<file path="src/rtl/hazard_ctrl.sv">
// hazard_ctrl: pipeline hazard controller for a 5-stage in-order core.
// Detects load-use hazards and EX redirects, selects EX operand forwarding,
// holds the pipeline on slow memory, halts on a memory timeout, and counts
// cycles in which the PC was held.
module hazard_ctrl #(
  parameter int WAIT_LIMIT = 15,
  parameter int CNT_W      = 16
) (
  input  logic             clk,
  input  logic             reset,
  input  logic             id_valid,
  input  logic [4:0]       id_rs1,
  input  logic [4:0]       id_rs2,
  input  logic             id_rs1_used,
  input  logic             id_rs2_used,
  input  logic [4:0]       id_rd,
  input  logic             id_wb_en,
  input  logic             id_is_load,
  input  logic             ex_redirect,
  input  logic             mem_req,
  input  logic             mem_ready,
  output logic             pc_stall,
  output logic             if_id_stall,
  output logic             id_ex_stall,
  output logic             ex_mem_stall,
  output logic             if_id_flush,
  output logic             id_ex_bubble,
  output logic [1:0]       fwd_a,
  output logic [1:0]       fwd_b,
  output logic [1:0]       state,
  output logic [CNT_W-1:0] stall_cnt
);

  typedef enum logic [1:0] {
    RUN      = 2'b00,
    MEM_WAIT = 2'b01,
    HALT     = 2'b10
  } state_t;

  localparam int WC_W = $clog2(WAIT_LIMIT + 1);
  // The last MEM_WAIT count before the timeout; one more empty cycle halts.
  localparam logic [WC_W-1:0] WC_LAST = WC_W'(WAIT_LIMIT - 1);

  state_t          state_q;
  logic [WC_W-1:0] wait_cnt;
  logic            redirect_pend;

  // Destination shadows: EX (_p0), MEM (_p1), WB (_p2).
  logic [4:0] ex_rd_p0;
  logic       ex_wb_en_p0;
  logic       ex_is_load_p0;
  logic [4:0] mem_rd_p1;
  logic       mem_wb_en_p1;
  logic [4:0] wb_rd_p2;
  logic       wb_wb_en_p2;

  logic mem_stall_run;
  logic hold;
  logic halted;
  logic adv;
  logic redir;
  logic load_use;
  logic bubble;
  logic lu_stall;

  // Operand source for one ID register read; the younger EX result wins and
  // x0 is never forwarded. A load in EX cannot forward (its data is not ready).
  function automatic logic [1:0] fwd_sel(
    input logic       used,
    input logic [4:0] rs,
    input logic [4:0] ex_rd,
    input logic       ex_wb_en,
    input logic       ex_is_load,
    input logic [4:0] mem_rd,
    input logic       mem_wb_en
  );
    if (!used || rs == 5'd0) return 2'b00;
    if (rs == ex_rd && ex_wb_en && !ex_is_load) return 2'b01;
    if (rs == mem_rd && mem_wb_en) return 2'b10;
    return 2'b00;
  endfunction

  // Saturating increment: sticks at all-ones instead of wrapping.
  function automatic logic [CNT_W-1:0] sat_inc(input logic [CNT_W-1:0] v);
    return (&v) ? v : v + CNT_W'(1);
  endfunction

  assign state = state_q;

  // Classify the cycle: memory hold, halt, or an advancing cycle in which
  // redirect and load-use are resolved (redirect wins over load-use).
  always_comb begin
    mem_stall_run = (state_q == RUN) && mem_req && !mem_ready;
    hold          = mem_stall_run || ((state_q == MEM_WAIT) && !mem_ready);
    halted        = (state_q == HALT);
    adv           = !hold && !halted;
    redir         = adv && (ex_redirect || redirect_pend);
    load_use      = adv && ex_is_load_p0 && ex_wb_en_p0 && id_valid &&
                    ((id_rs1_used && (id_rs1 == ex_rd_p0)) ||
                     (id_rs2_used && (id_rs2 == ex_rd_p0)));
    bubble        = redir || load_use;
    lu_stall      = load_use && !redir;
  end

  // Pipeline control outputs; all forced low while reset is asserted.
  always_comb begin
    pc_stall     = 1'b0;
    if_id_stall  = 1'b0;
    id_ex_stall  = 1'b0;
    ex_mem_stall = 1'b0;
    if_id_flush  = 1'b0;
    id_ex_bubble = 1'b0;
    if (!reset) begin
      pc_stall     = hold || halted || lu_stall;
      if_id_stall  = hold || halted || lu_stall;
      id_ex_stall  = hold || halted;
      ex_mem_stall = hold || halted;
      if_id_flush  = redir;
      id_ex_bubble = bubble;
    end
  end

  // FSM, wait timer, pending redirect, shadows, forwarding selects, counter.
  always_ff @(posedge clk) begin
    if (reset) begin
      state_q       <= RUN;
      wait_cnt      <= '0;
      redirect_pend <= 1'b0;
      ex_rd_p0      <= 5'd0;
      ex_wb_en_p0   <= 1'b0;
      ex_is_load_p0 <= 1'b0;
      mem_rd_p1     <= 5'd0;
      mem_wb_en_p1  <= 1'b0;
      wb_rd_p2      <= 5'd0;
      wb_wb_en_p2   <= 1'b0;
      fwd_a         <= 2'b00;
      fwd_b         <= 2'b00;
      stall_cnt     <= '0;
    end else begin
      if (pc_stall) stall_cnt <= sat_inc(stall_cnt);

      unique case (state_q)
        RUN: begin
          if (mem_stall_run) begin
            state_q  <= MEM_WAIT;
            wait_cnt <= '0;
          end
        end
        MEM_WAIT: begin
          if (mem_ready) begin
            state_q <= RUN;
          end else begin
            wait_cnt <= wait_cnt + WC_W'(1);
            if (wait_cnt == WC_LAST) state_q <= HALT;
          end
        end
        default: ;
      endcase

      if (hold && ex_redirect) redirect_pend <= 1'b1;

      // ---- stage boundary: ID -> EX (_p0) -> MEM (_p1) -> WB (_p2) ----
      if (adv) begin
        redirect_pend <= 1'b0;
        mem_rd_p1     <= ex_rd_p0;
        mem_wb_en_p1  <= ex_wb_en_p0;
        wb_rd_p2      <= mem_rd_p1;
        wb_wb_en_p2   <= mem_wb_en_p1;
        if (bubble || !id_valid) begin
          ex_rd_p0      <= 5'd0;
          ex_wb_en_p0   <= 1'b0;
          ex_is_load_p0 <= 1'b0;
          fwd_a         <= 2'b00;
          fwd_b         <= 2'b00;
        end else begin
          ex_rd_p0      <= id_rd;
          ex_wb_en_p0   <= id_wb_en && (id_rd != 5'd0);
          ex_is_load_p0 <= id_is_load;
          fwd_a         <= fwd_sel(id_rs1_used, id_rs1, ex_rd_p0, ex_wb_en_p0,
                                   ex_is_load_p0, mem_rd_p1, mem_wb_en_p1);
          fwd_b         <= fwd_sel(id_rs2_used, id_rs2, ex_rd_p0, ex_wb_en_p0,
                                   ex_is_load_p0, mem_rd_p1, mem_wb_en_p1);
        end
      end
    end
  end

  // x0 is never tracked as a write-back destination in any stage.
  a_wb_no_x0: assert property (@(posedge clk) disable iff (reset)
    wb_wb_en_p2 |-> (wb_rd_p2 != 5'd0));

endmodule

</file>
<file path="config.mk">
export PLATFORM = sky130hd
export DESIGN_NAME = hazard_ctrl
export DESIGN_NICKNAME = d
export VERILOG_FILES = /design/src/rtl/hazard_ctrl.sv
export SDC_FILE = /design/constraint.sdc
export NUM_CORES = 1
export LEC_CHECK = 0
export CORE_ASPECT_RATIO = 0.75
export CORE_MARGIN = 5
export CORE_UTILIZATION = 45
export DETAILED_ROUTE_END_ITERATION = 16
export MAX_ROUTING_LAYER = met4
export PLACE_DENSITY = 0.72
export RECOVER_POWER = 100
export REMOVE_ABC_BUFFERS = 1
export SLEW_MARGIN = 20
export SYNTH_ARGS = -nofsm -noshare
export SYNTH_HDL_FRONTEND = slang
export SYNTH_SLANG_ARGS = --single-unit
</file>
<file path="constraint.sdc">
create_clock -name clk -period 4.5 [get_ports clk]
set_input_delay 0.45 -clock clk [delete_from_list [all_inputs] [get_ports clk]]
set_output_delay 0.45 -clock clk [all_outputs]
set_load 0.02 [all_outputs]
</file>
== Word level (Yosys, flattened, before mapping) ==
Cells that the tools add are included.

* Register bits after elaboration: 40
* Output and inout port bits: 28
* Word-level logic and storage cells: 129

* Reduce and logical (&&, ||, !) cells: 47
* Bitwise logic cells: 1
* Equality and inequality tests: 10
* Mux-type cells: 58
* Add/subtract/negate cells: 2

{| class="wikitable"
|+ Operators with widths
! kind !! number
|-
| 1-bit two-way mux || 36
|-
| 2-bit two-way mux || 17
|-
| 5-bit == test || 4
|-
| 1-bit logical AND || 20
|-
| 16-bit by 1-bit adder with 16-bit output, second input constant || 1
|-
| 16-bit AND reduction || 1
|-
| 5-bit logical NOT || 2
|-
| 1-bit logical OR || 9
|-
| 1-bit logical NOT || 8
|-
| 4-bit two-way mux || 2
|-
| 4-bit one-hot mux with 2 select lines || 1
|-
| 3-bit AND reduction || 2
|-
| 5-bit two-way mux || 1
|-
| 5-bit nonzero test || 1
|-
| 4-bit by 1-bit adder with 4-bit output, second input constant || 1
|-
| 4-bit == test, second input constant || 1
|-
| 2-bit inequality test, second input constant || 2
|-
| 2-bit one-hot mux with 2 select lines || 1
|-
| 3-bit by 2-bit inequality test with 1-bit output, second input constant || 1
|-
| 2-bit by 1-bit == test with 1-bit output, second input constant || 1
|-
| 2-bit == test, second input constant || 1
|-
| 2-bit logical NOT || 1
|-
| 2-bit AND reduction || 1
|-
| 2-bit nonzero test || 1
|-
| 2 further kinds || 2
|}

== Logic depth before layout (Yosys ltp) ==
Gate-level depths: netlist of run 1.

* Word-level depth: 28
* Gate-level depth with buffers: 9

== Worst setup path after synthesis of run 1 ==
No wires, ideal clock.

* Path type: register -> register
* Start: register stall_cnt[0]
* End: register stall_cnt[1]
* Buffers on the path: 2
* Stages on the path, launching flop included: 10
* Period minus slack after synthesis: 2,209 ps
* Path slack: 2,291 ps
* Arrival: 2,081 ps
* Required time: 4,372 ps
* Cells stage by stage: dfxtp_1 -> ha_1 -> nand3_1 -> nor4_1 -> nor4b_2 -> a21oi_2 -> buf_4 -> buf_6 -> mux2i_1 -> nor2_1

* Word-level cells in the longest chain between the ends: 3
* Elaborated cells between the ends (all ways): 4

{| class="wikitable"
|+ RTL lines
! item !! line !! RTL
|-
| start: declaration || 31 || <nowiki>output logic [CNT_W-1:0] stall_cnt</nowiki>
|-
| start signal: assignment || 140 || <nowiki>if (pc_stall) stall_cnt <= sat_inc(stall_cnt);</nowiki>
|-
| parallel branches: the longest is 3 deep, another holds 16-bit by 1-bit adder with 16-bit output || - ||
|}

Parallel ways; which one is timed is not known.
A chain may end at the register's enable or synchronous reset.

== Worst setup path in the final report of run 1 ==
* Start: input port mem_ready
* End: output port id_ex_bubble

* Word-level cells in the longest chain between the ends: 11
* Elaborated cells between the ends (all ways): 13

{| class="wikitable"
|+ RTL lines
! item !! line !! RTL
|-
| start: declaration || 21 || <nowiki>input logic mem_ready,</nowiki>
|-
| 1-bit logical NOT (*) || 93, 94 ||
|-
| 1-bit logical AND (on tied branches) || 93, 94 ||
|-
| 1-bit logical OR (*) || 94 || <nowiki>hold = mem_stall_run || ((state_q == MEM_WAIT) && !mem_ready);</nowiki>
|-
| 1-bit logical NOT (*) || 96 || <nowiki>adv = !hold && !halted;</nowiki>
|-
| 1-bit logical AND (*) || 96 ||
|-
| 1-bit logical AND (4 in a row) || 98 || <nowiki>load_use = adv && ex_is_load_p0 && ex_wb_en_p0 && id_valid &&</nowiki>
|-
| 1-bit logical OR (*) || 101 || <nowiki>bubble = redir || load_use;</nowiki>
|-
| 1-bit two-way mux (*) || 113 || <nowiki>if (!reset) begin</nowiki>
|-
| end: declaration || 27 || <nowiki>output logic id_ex_bubble,</nowiki>
|}

Every way passes the cells marked *; elsewhere a longest branch is shown, timed or not.

==> out/qor.yml, run 1 <==
worst_setup_path:
  r2r_end: "stall_cnt[11]$_SDFFE_PP0P_"
  crit_fanout: 10
  cp-start-kind: "input port"
  reg2reg_slack_ns: 1.34
  timing.rr.start: "state[0]$_SDFFE_PP0P_"
  arrival_ns: 3.18
  path_class: "in -> out"
  reg2reg_depth: 7
  crit_chain: "dlygate4sd3_1 > o21bai_1 > a21oi_1 > nor2_1 > nand2_1 > a21oi_1 > dlygate4sd3_1"
  slowest_stage: "a21oi_1"
  worst-path-buf-inv: 2
  endpoint_kind: "output port"
  cpPeakStageDelay_ns: 0.82
  crit_family: "buffers and inverters"
  crit_required_ns: 4.05
  cp_num_cells: 7
yosys:
  syn_area_per_cell_sq_um: 8.77
  synth_largest_area_cell: "dfxtp_1"
  yosys.area_share.simple: 0.229
  netlist_area_sq_um: 2100
  synth_top_family_by_area: "simple AND/OR/NAND/NOR gates"
  yosys_warnings: 0
  ys_ff_latch: 40
  yosys-top-cells-area: "dfxtp_1 38%, xnor2_1 5.0%, nor2_1 4.6%"
  synthCells: 240
  synth_compound_area_frac: 0.199
  synth_flop_cell: "dfxtp_1"
  synthAdderAreaFrac: 0.0178
  yosysUniqueCellTypes: 47
  yosysTopAreaCellShare: 0.380
  async_flop_share: 0
  synthXorXnorAreaFrac: 0.0874
  yosysSeqAreaShare: 0.380
  synthMuxAreaShare: 0.0440
  synth_edf_count: 0
detailed_routing:
  dr.pass1.iters: 4
  num_vias: 1952
  route.detailed.drc: 0
  postRouteAntennaNets: 0
  wl_met1_um: 2660
  wl_met2_um: 2130
  drt_wl_total_um: 5300
  wl_per_cell_um: 15.1
  vias_per_cell: 5.58
  met3_wirelength_um: 479
  routed.top_layer: "met4"
  first_iter_violations: 162
power:
  power_per_cell_area_nw_per_um2: 260
  finalPower_mw: 0.704
  leakage_nw: 1.01
  peakVddDrop_mv: 0.186
sta:
  fmax_mhz: 276
  clock_skew_ns: 0.00653
  fin_crit_sh: 0.806
  setup_viol: 0
  hold_viol_final: 0
  rsz0062_at_grt: "false"
  slew_viol_final: 0
  slew_headroom: 0.247
  tns_ns: 0
  period_minus_slack_ns: 3.63
  worst_slew_pin_slew_ns: 1.13
grt:
  grt_pass1_wl_um: 8880
  grt_pass1_vias: 1808
  grt_max_degree: 26
  grt.total_usage: 0.184
  grt_antenna_before_repair: 0
  grt_overflow: 0
placement:
  place.gp.congestion: 0.836
  dp_hpwl_um: 4000
  port_buffers: 52
clock_tree:
  cts_buffers: 5
  clockBufferDepth: 2
  insertion_delay_ns: 0.29
  ctsRootBufferMaster: "clkbuf_8"
  cts_setup_buffers: 0
  cts_hold_buf: 0
  clk_pin_slew_ns: 0.08
  htreeDepth: 2
  cts_tree: "done"
  cts_resized: 0
  clock-sinks: 40
outcome:
  outcome: "finished, final reports clean"
die:
  core_area_sq_um: 4490
  die_h_um: 69.2
  placement_rows: 21
  initial_core_util: 0.468
  io-pin-count: 53
  die-width_um: 89.0
  dieArea_sq_um: 6160
final_layout:
  fillers: 404
  regArea_sq_um: 801
  antennaDiodeCount: 0
  fin_util: 0.603
  mostFrequentLayoutCells: "40 x dfxtp_1, 28 x dlygate4sd3_1, 26 x nor2_1"
  multi_input_area_sq_um: 1180
  layout_commonest_cell: "dfxtp_1"
  syn_to_final_growth_pct: 28.7
  drive_gt1_frac: 0.0478
  final_nets: 320
hold_path:
  hp-class: "reg -> reg"
  hold_depth: 1
  holdPathEnd: "fwd_b[0]$_SDFFE_PP0P_"
  hp-start: "fwd_b[0]$_SDFFE_PP0P_"
job:
  max-cap-violations: 0
## sequential cells by signal (all words and copies together), names as in the netlist
signal / cells
ex_is_load_p0: 1
ex_rd_p0: 5
ex_wb_en_p0: 1
fwd_a: 2
fwd_b: 2
mem_rd_p1: 5
mem_wb_en_p1: 1
redirect_pend: 1
stall_cnt: 16
state: 2
wait_cnt: 4
## cells in the mapped netlist, drive strengths merged, types with 2 or more instances
cell type and n:
o21bai 2, nand2 13, ha 3, or3 8
a22o 9, mux2i 7, nor3 3, o21ai 9
xor2 9, dfxtp 40, nor2 26, xnor2 12
or4 4, nand4 6, nand3b 2, mux2 2
inv 7, o311a 2, clkbuf 3, buf 7
nor2b 6, a32o 2, nor4 5, nand3 13
a21oi 21, o31ai 5
## cells by family (layout without fill, tap and decap cells)
family                   Yosys count  count (layout)
buffers and inverters             17              70
AO/OA/AOI/OAI                     58              58
XOR/XNOR                          21              21
adder cells (fa/ha/maj)            3               3
multiplexers                       9               9
flip-flops                        40              40
AND/OR/NAND/NOR                   92              92
## worst max path at each step
stage	end	startpoint
6_report	id_ex_bubble	mem_ready
5_1_grt	id_ex_bubble	mem_ready
4_1_cts	id_ex_bubble	id_rs1[3]
3_5_place_dp	id_ex_bubble	id_rs1[3]
3_3_place_gp	stall_cnt[11]$_SDFFE_PP0P_	mem_ready
2_1_floorplan	stall_cnt[13]$_SDFFE_PP0P_	state[0]$_SDFFE_PP0P_
## metrics by stage
| step | cell area [sq um] | setup WS (ns) | hold slack [ns] | cells |
|---|---|---|---|---|
| 2_1_floorplan | 2040 | 1.59 | 0.474 | 230 |
| 3_3_place_gp | 2660 | 1.52 | 0.460 | 342 |
| 3_5_place_dp | 2660 | 1.50 | 0.463 | 342 |
| 4_1_cts | 2750 | 1.50 | 0.487 | 350 |
| 5_1_grt | 2710 | 0.683 | 0.518 | 350 |
| 6_report | 2710 | 0.874 | 0.478 | 350 |
## report_power, final
| part | internal (mW) | switching (mW) | total, mW |
|---|---|---|---|
| clock network | 0.124 | 0.128 | 0.252 |
| registers | 0.358 | 0.00720 | 0.366 |
| logic | 0.0433 | 0.0433 | 0.0866 |
| total | 0.526 | 0.179 | 0.704 |
## final cells by class
cell class / instances / area share
clock inverter: 2 / 0.00554
clock buffer: 6 / 0.0305
tap: 57 / 0.0263
inverter: 7 / 0.00970
multi-input combinational: 183 / 0.436
sequential: 40 / 0.296
timing repair buffer: 55 / 0.196
## metal layers
layer	track usage	up-vias
met3	0.0404	4
li1	-	985
met2	0.246	67
met4	0.0463	0
met1	0.278	896
met5	-	-
## worst reg2reg max path: cells and delay by family (launching register included)
kind	cells	cell delay [ns]
buf+inv	1	0.38
flops	1	0.49
simple gates	2	0.29
compound gates	3	1.59
mux	1	0.32
No activity file was read; power rests on OpenSTA's default activity.
==> run 2: changes to the inputs <==
- CORE_UTILIZATION: 45 -> 44
- PLACE_DENSITY: 0.72 -> 0.74
- clock period: 4.5 -> 3.1 ns (I/O delays scaled with it)
==> out/qor.yml, run 2 (same netlist as run 1, synthesis figures left out) <==
worst_setup_path:
  crit_chain: "clkdlybuf4s50_1 > o21bai_4 > a21oi_1 > nor2_1 > a31o_2 > dlygate4sd3_1"
  path_class: "in -> out"
  crit_family: "buffers and inverters"
  crit_required_ns: 2.79  # -1.26 ns
  endpoint_kind: "output port"
  crit_fanout: 5  # -5
  worst-path-buf-inv: 2  # unchanged
  slowest_stage: "dlygate4sd3_1"
  arrival_ns: 2.47  # -0.71 ns
  cp-start-kind: "input port"
  cpPeakStageDelay_ns: 0.66  # -0.16 ns
final_layout:
  top_register: "stall_cnt"
  layout_commonest_cell: "dfxtp_1"
  drive_gt1_frac: 0.0542  # +0.00646
  antennaDiodeCount: 0  # unchanged
  mostFrequentLayoutCells: "40 x dfxtp_1, 29 x dlygate4sd3_1, 26 x nor2_1"
  final_nets: 322  # +0.63%
  largest_reg_flops: 16  # unchanged
  fillers: 420  # +4.0%
  reg_top3: "stall_cnt: 16 flops, ex_rd_p0: 5 flops, mem_rd_p1: 5 flops"
  syn_to_final_growth_pct: 30.8
clock_tree:
  cts_hold_buf: 0  # unchanged
  htreeDepth: 2  # unchanged
  cts_resized: 0  # unchanged
  clockBufferDepth: 2  # unchanged
  clock-sinks: 40  # unchanged
  cts_tree: "done"
  clk_pin_slew_ns: 0.08  # about the same
  cts_setup_buffers: 0  # unchanged
  insertion_delay_ns: 0.30  # about the same
  ctsRootBufferMaster: "clkbuf_8"
  cts_buffers: 5  # unchanged
die:
  dieArea_sq_um: 6280  # +2.0%
  die-width_um: 89.9  # +1.0%
  initial_core_util: 0.463  # -0.00542
  placement_rows: 21  # unchanged
  io-pin-count: 53  # unchanged
  core_area_sq_um: 4550  # +1.2%
  die_h_um: 69.9  # +0.97%
power:
  power_per_cell_area_nw_per_um2: 402  # +55%
  p_int_mw: 0.828  # +57%
  power.switching_mw: 0.280  # +57%
  p_seq_frac: 0.479  # -0.040
  p_clk_frac: 0.403  # +0.045
  peakVddDrop_mv: 0.266  # +43%
  finalPower_mw: 1.11  # +57%
  combPwrFrac: 0.117  # -0.006
  p_sw_frac: 0.253  # -0.00101
  leakage_nw: 1.04  # +2.5%
grt:
  grt.total_usage: 0.186  # +0.00177
  grt_max_degree: 30  # +15%
  grt_overflow: 0  # unchanged
  grt_pass1_vias: 1819  # +0.61%
  grt_pass1_wl_um: 9320  # +5.0%
  grt_antenna_before_repair: 0  # unchanged
detailed_routing:
  postRouteAntennaNets: 0  # unchanged
  route.detailed.drc: 0  # unchanged
  vias_per_cell: 5.58  # about the same
  dr.pass1.iters: 4  # unchanged
  first_iter_violations: 130  # -20%
  drt_wl_total_um: 5490  # +3.6%
  wl_per_cell_um: 15.6  # +3.0%
  num_vias: 1965  # +0.67%
sta:
  whs_ns: 0.483  # +0.00483 ns
  slew_headroom: 0.115  # -0.132
  hold_viol_final: 0  # unchanged
  tns_ns: 0  # unchanged
  rsz0062_at_grt: "false"
  slew_viol_final: 0  # unchanged
  period_minus_slack_ns: 2.78
  worst_slew_pin_slew_ns: 1.33  # +0.197 ns
  setup_viol: 0  # unchanged
  fmax_mhz: 359
  clock_skew_ns: 0.00491  # -0.00162 ns
  fin_crit_sh: 0.898
hold_path:
  hp-class: "reg -> reg"
placement:
  dp_hpwl_um: 4140  # +3.6%
  place.gp.congestion: 0.941  # +13%
  port_buffers: 52  # unchanged
outcome:
  outcome: "finished, final reports clean"
job:
  max-cap-violations: 0  # unchanged
run 2: cell type report:
class                           instances  area, sq um  share of cell area
Inverter                                7         26.3             0.00955
Clock inverter                          3         46.3              0.0168
Timing Repair Buffer                   57          547               0.199
Multi-Input combinational cell        183         1190               0.433
Clock buffer                            5         68.8              0.0250
Sequential cell                        40          801               0.291
Tap cell                               57         71.3              0.0259
run 2: metal layers:
layer	share of wire	up-vias	wire, um	global-route usage
met1	0.53	892	2880	0.272
met3	0.076	4	415	0.0644
met5	0	-	0	-
met2	0.39	77	2150	0.243
li1	-	992	-	-
met4	0.0084	0	46	0.0413
run 2: path summary, 6_finish.rpt:
kind,end,cells after the start,start,slack [ns]
worst max-delay path,if_id_stall,6,mem_ready,0.32
worst max register to register,fwd_b[0]$_SDFFE_PP0P_,7,state[0]$_SDFFE_PP0P_,0.51
worst min register to register,fwd_a[1]$_SDFFE_PP0P_,1,fwd_a[1]$_SDFFE_PP0P_,0.48
worst min-delay path,fwd_a[1]$_SDFFE_PP0P_,1,fwd_a[1]$_SDFFE_PP0P_,0.48
run 2: power by group through the flow:
| stage | clock network, mW | logic (mW) | registers, mW |
|---|---|---|---|
| finish | 0.447 | 0.130 | 0.531 |
| global route | 0.488 | 0.142 | 0.532 |
| CTS | 0.462 | 0.136 | 0.531 |
| detailed placement | 0 | 0.135 | 0.543 |
| global placement | 0 | 0.133 | 0.543 |
| floorplan | 0 | 0.0594 | 0.542 |
run 2: through the flow:
step	util	cell area, sq um	setup WS [ns]	cells
after floorplan	-	2040	0.185	230
after global placement	0.587	2670	0.399	344
after detailed placement	0.587	2670	0.361	344
after CTS	0.613	2790	0.348	352
after global routing	0.606	2750	0.211	352
final	0.606	2750	0.317	352
==> run 3: changes to the inputs <==
--- a/constraint.sdc
+++ b/constraint.sdc
@@ -3,2 +3,2 @@
 set_output_delay 0.31 -clock clk [all_outputs]
-set_load 0.02 [all_outputs]
+set_load 0.01 [all_outputs]
==> out/qor.yml, run 3 (same netlist as run 1, synthesis figures left out) <==
final_layout:
  reg_top3: "stall_cnt: 16 flops, ex_rd_p0: 5 flops, mem_rd_p1: 5 flops"
  layout_commonest_cell: "dfxtp_1"
  drive_gt1_frac: 0.0576  # +0.00339
  largest_reg_flops: 16  # unchanged
  mostFrequentLayoutCells: "40 x dfxtp_1, 27 x dlygate4sd3_1, 26 x nor2_1"
  top_register: "stall_cnt"
  final_nets: 322  # unchanged
  fillers: 412  # -1.9%
  antennaDiodeCount: 0  # unchanged
  syn_to_final_growth_pct: 31.3
worst_setup_path:
  crit_required_ns: 2.79  # about the same
  endpoint_kind: "output port"
  worst-path-buf-inv: 3  # +1
  path_class: "in -> out"
  slowest_stage: "dlygate4sd3_1"
  arrival_ns: 2.47  # about the same
  cpPeakStageDelay_ns: 0.61  # -0.05 ns
  crit_chain: "clkdlybuf4s50_1 > o21bai_4 > a211oi_1 > buf_4 > a31o_2 > dlygate4sd3_1"
  crit_family: "buffers and inverters"
  crit_fanout: 10  # +5
  cp-start-kind: "input port"
clock_tree:
  cts_tree: "done"
  clockBufferDepth: 2  # unchanged
  cts_buffers: 5  # unchanged
  ctsRootBufferMaster: "clkbuf_8"
  clk_pin_slew_ns: 0.08  # about the same
  cts_resized: 0  # unchanged
  insertion_delay_ns: 0.29  # about the same
  clock-sinks: 40  # unchanged
  htreeDepth: 2  # unchanged
  cts_hold_buf: 0  # unchanged
  cts_setup_buffers: 0  # unchanged
sta:
  clock_skew_ns: 0.00700  # +0.00209 ns
  fin_crit_sh: 0.898  # about the same
  tns_ns: 0  # unchanged
  slew_viol_final: 0  # unchanged
  period_minus_slack_ns: 2.78  # -0.000271 ns
  fmax_mhz: 359  # about the same
  rsz0062_at_grt: "false"
  worst_slew_pin_slew_ns: 1.24  # -0.0847 ns
  setup_viol: 0  # unchanged
  slew_headroom: 0.171  # +0.0565
  hold_viol_final: 0  # unchanged
power:
  leakage_nw: 1.03  # about the same
  peakVddDrop_mv: 0.223  # -16%
  finalPower_mw: 1.09  # -1.5%
  power_per_cell_area_nw_per_um2: 395  # -1.9%
die:
  core_area_sq_um: 4550  # unchanged
  io-pin-count: 53  # unchanged
  dieArea_sq_um: 6280  # unchanged
  placement_rows: 21  # unchanged
  die-width_um: 89.9  # unchanged
  die_h_um: 69.9  # unchanged
  initial_core_util: 0.463  # unchanged
detailed_routing:
  vias_per_cell: 5.57  # -0.25%
  postRouteAntennaNets: 0  # unchanged
  drt_wl_total_um: 5600  # +2.0%
  route.detailed.drc: 0  # unchanged
  num_vias: 1960  # -0.25%
  first_iter_violations: 118  # -9.2%
  wl_per_cell_um: 15.9  # +2.0%
  dr.pass1.iters: 4  # unchanged
outcome:
  outcome: "finished, final reports clean"
grt:
  grt_pass1_wl_um: 9440  # +1.3%
  grt_antenna_before_repair: 0  # unchanged
  grt_pass1_vias: 1890  # +3.9%
  grt_overflow: 0  # unchanged
  grt.total_usage: 0.187  # +0.000828
  grt_max_degree: 28  # -6.7%
hold_path:
  hp-class: "reg -> reg"
placement:
  port_buffers: 52  # unchanged
  dp_hpwl_um: 4140  # about the same
  place.gp.congestion: 0.894  # -5.0%
job:
  max-cap-violations: 0  # unchanged
-- run 3: cell types whose count changed in the layout (fill, tap and decap cells not counted), moves of 2 or more --
cell             before  now
dlygate4sd3_1        29   27
clkinv_4              0    2
clkdlybuf4s50_1      23   25
a21oi_1              21   19
-- run 3: through the flow --
step / utilization / setup slack, ns / hold slack, ns / area (sq um) / instances
floorplan: - / 0.500 / 0.379 / 2040 / 230
global placement: 0.587 / 0.452 / 0.457 / 2670 / 344
detailed placement: 0.587 / 0.420 / 0.457 / 2670 / 344
CTS: 0.613 / 0.412 / 0.490 / 2790 / 352
global route: 0.608 / 0.141 / 0.507 / 2760 / 352
finish: 0.608 / 0.318 / 0.479 / 2760 / 352
-- run 3: cell type report --
class                           instances  area (sq um)  area share
Clock buffer                            5          68.8      0.0249
Timing Repair Buffer                   57           547       0.198
Sequential cell                        40           801       0.290
Clock inverter                          3          47.5      0.0172
Inverter                                7          26.3     0.00951
Multi-Input combinational cell        183          1200       0.435
Tap cell                               57          71.3      0.0258
-- run 3: per-layer routing --
metal / track usage / part of all wire
met1: 0.282 / 0.52
met2: 0.240 / 0.40
met3: 0.0472 / 0.067
met4: 0.0545 / 0.012
met5: - / 0
-- run 3: path summary, 6_finish.rpt --
kind | cells past startpoint | start | endpoint | slack (ns)
setup reg to reg | 8 | stall_cnt[0]$_SDFFE_PP0P_ | stall_cnt[1]$_SDFFE_PP0P_ | 0.42
setup / recovery | 6 | mem_ready | if_id_stall | 0.32
hold / removal | 1 | fwd_b[0]$_SDFFE_PP0P_ | fwd_b[0]$_SDFFE_PP0P_ | 0.48
hold reg to reg | 1 | fwd_b[0]$_SDFFE_PP0P_ | fwd_b[0]$_SDFFE_PP0P_ | 0.48
-- run 3: power breakdown --
group          switching, mW  leakage, nW  total [mW]  internal (mW)
combinational         0.0604        0.653       0.127         0.0662
clock                  0.192       0.0583       0.434          0.242
sequential            0.0107        0.323       0.531          0.520
total                  0.263         1.03        1.09          0.829
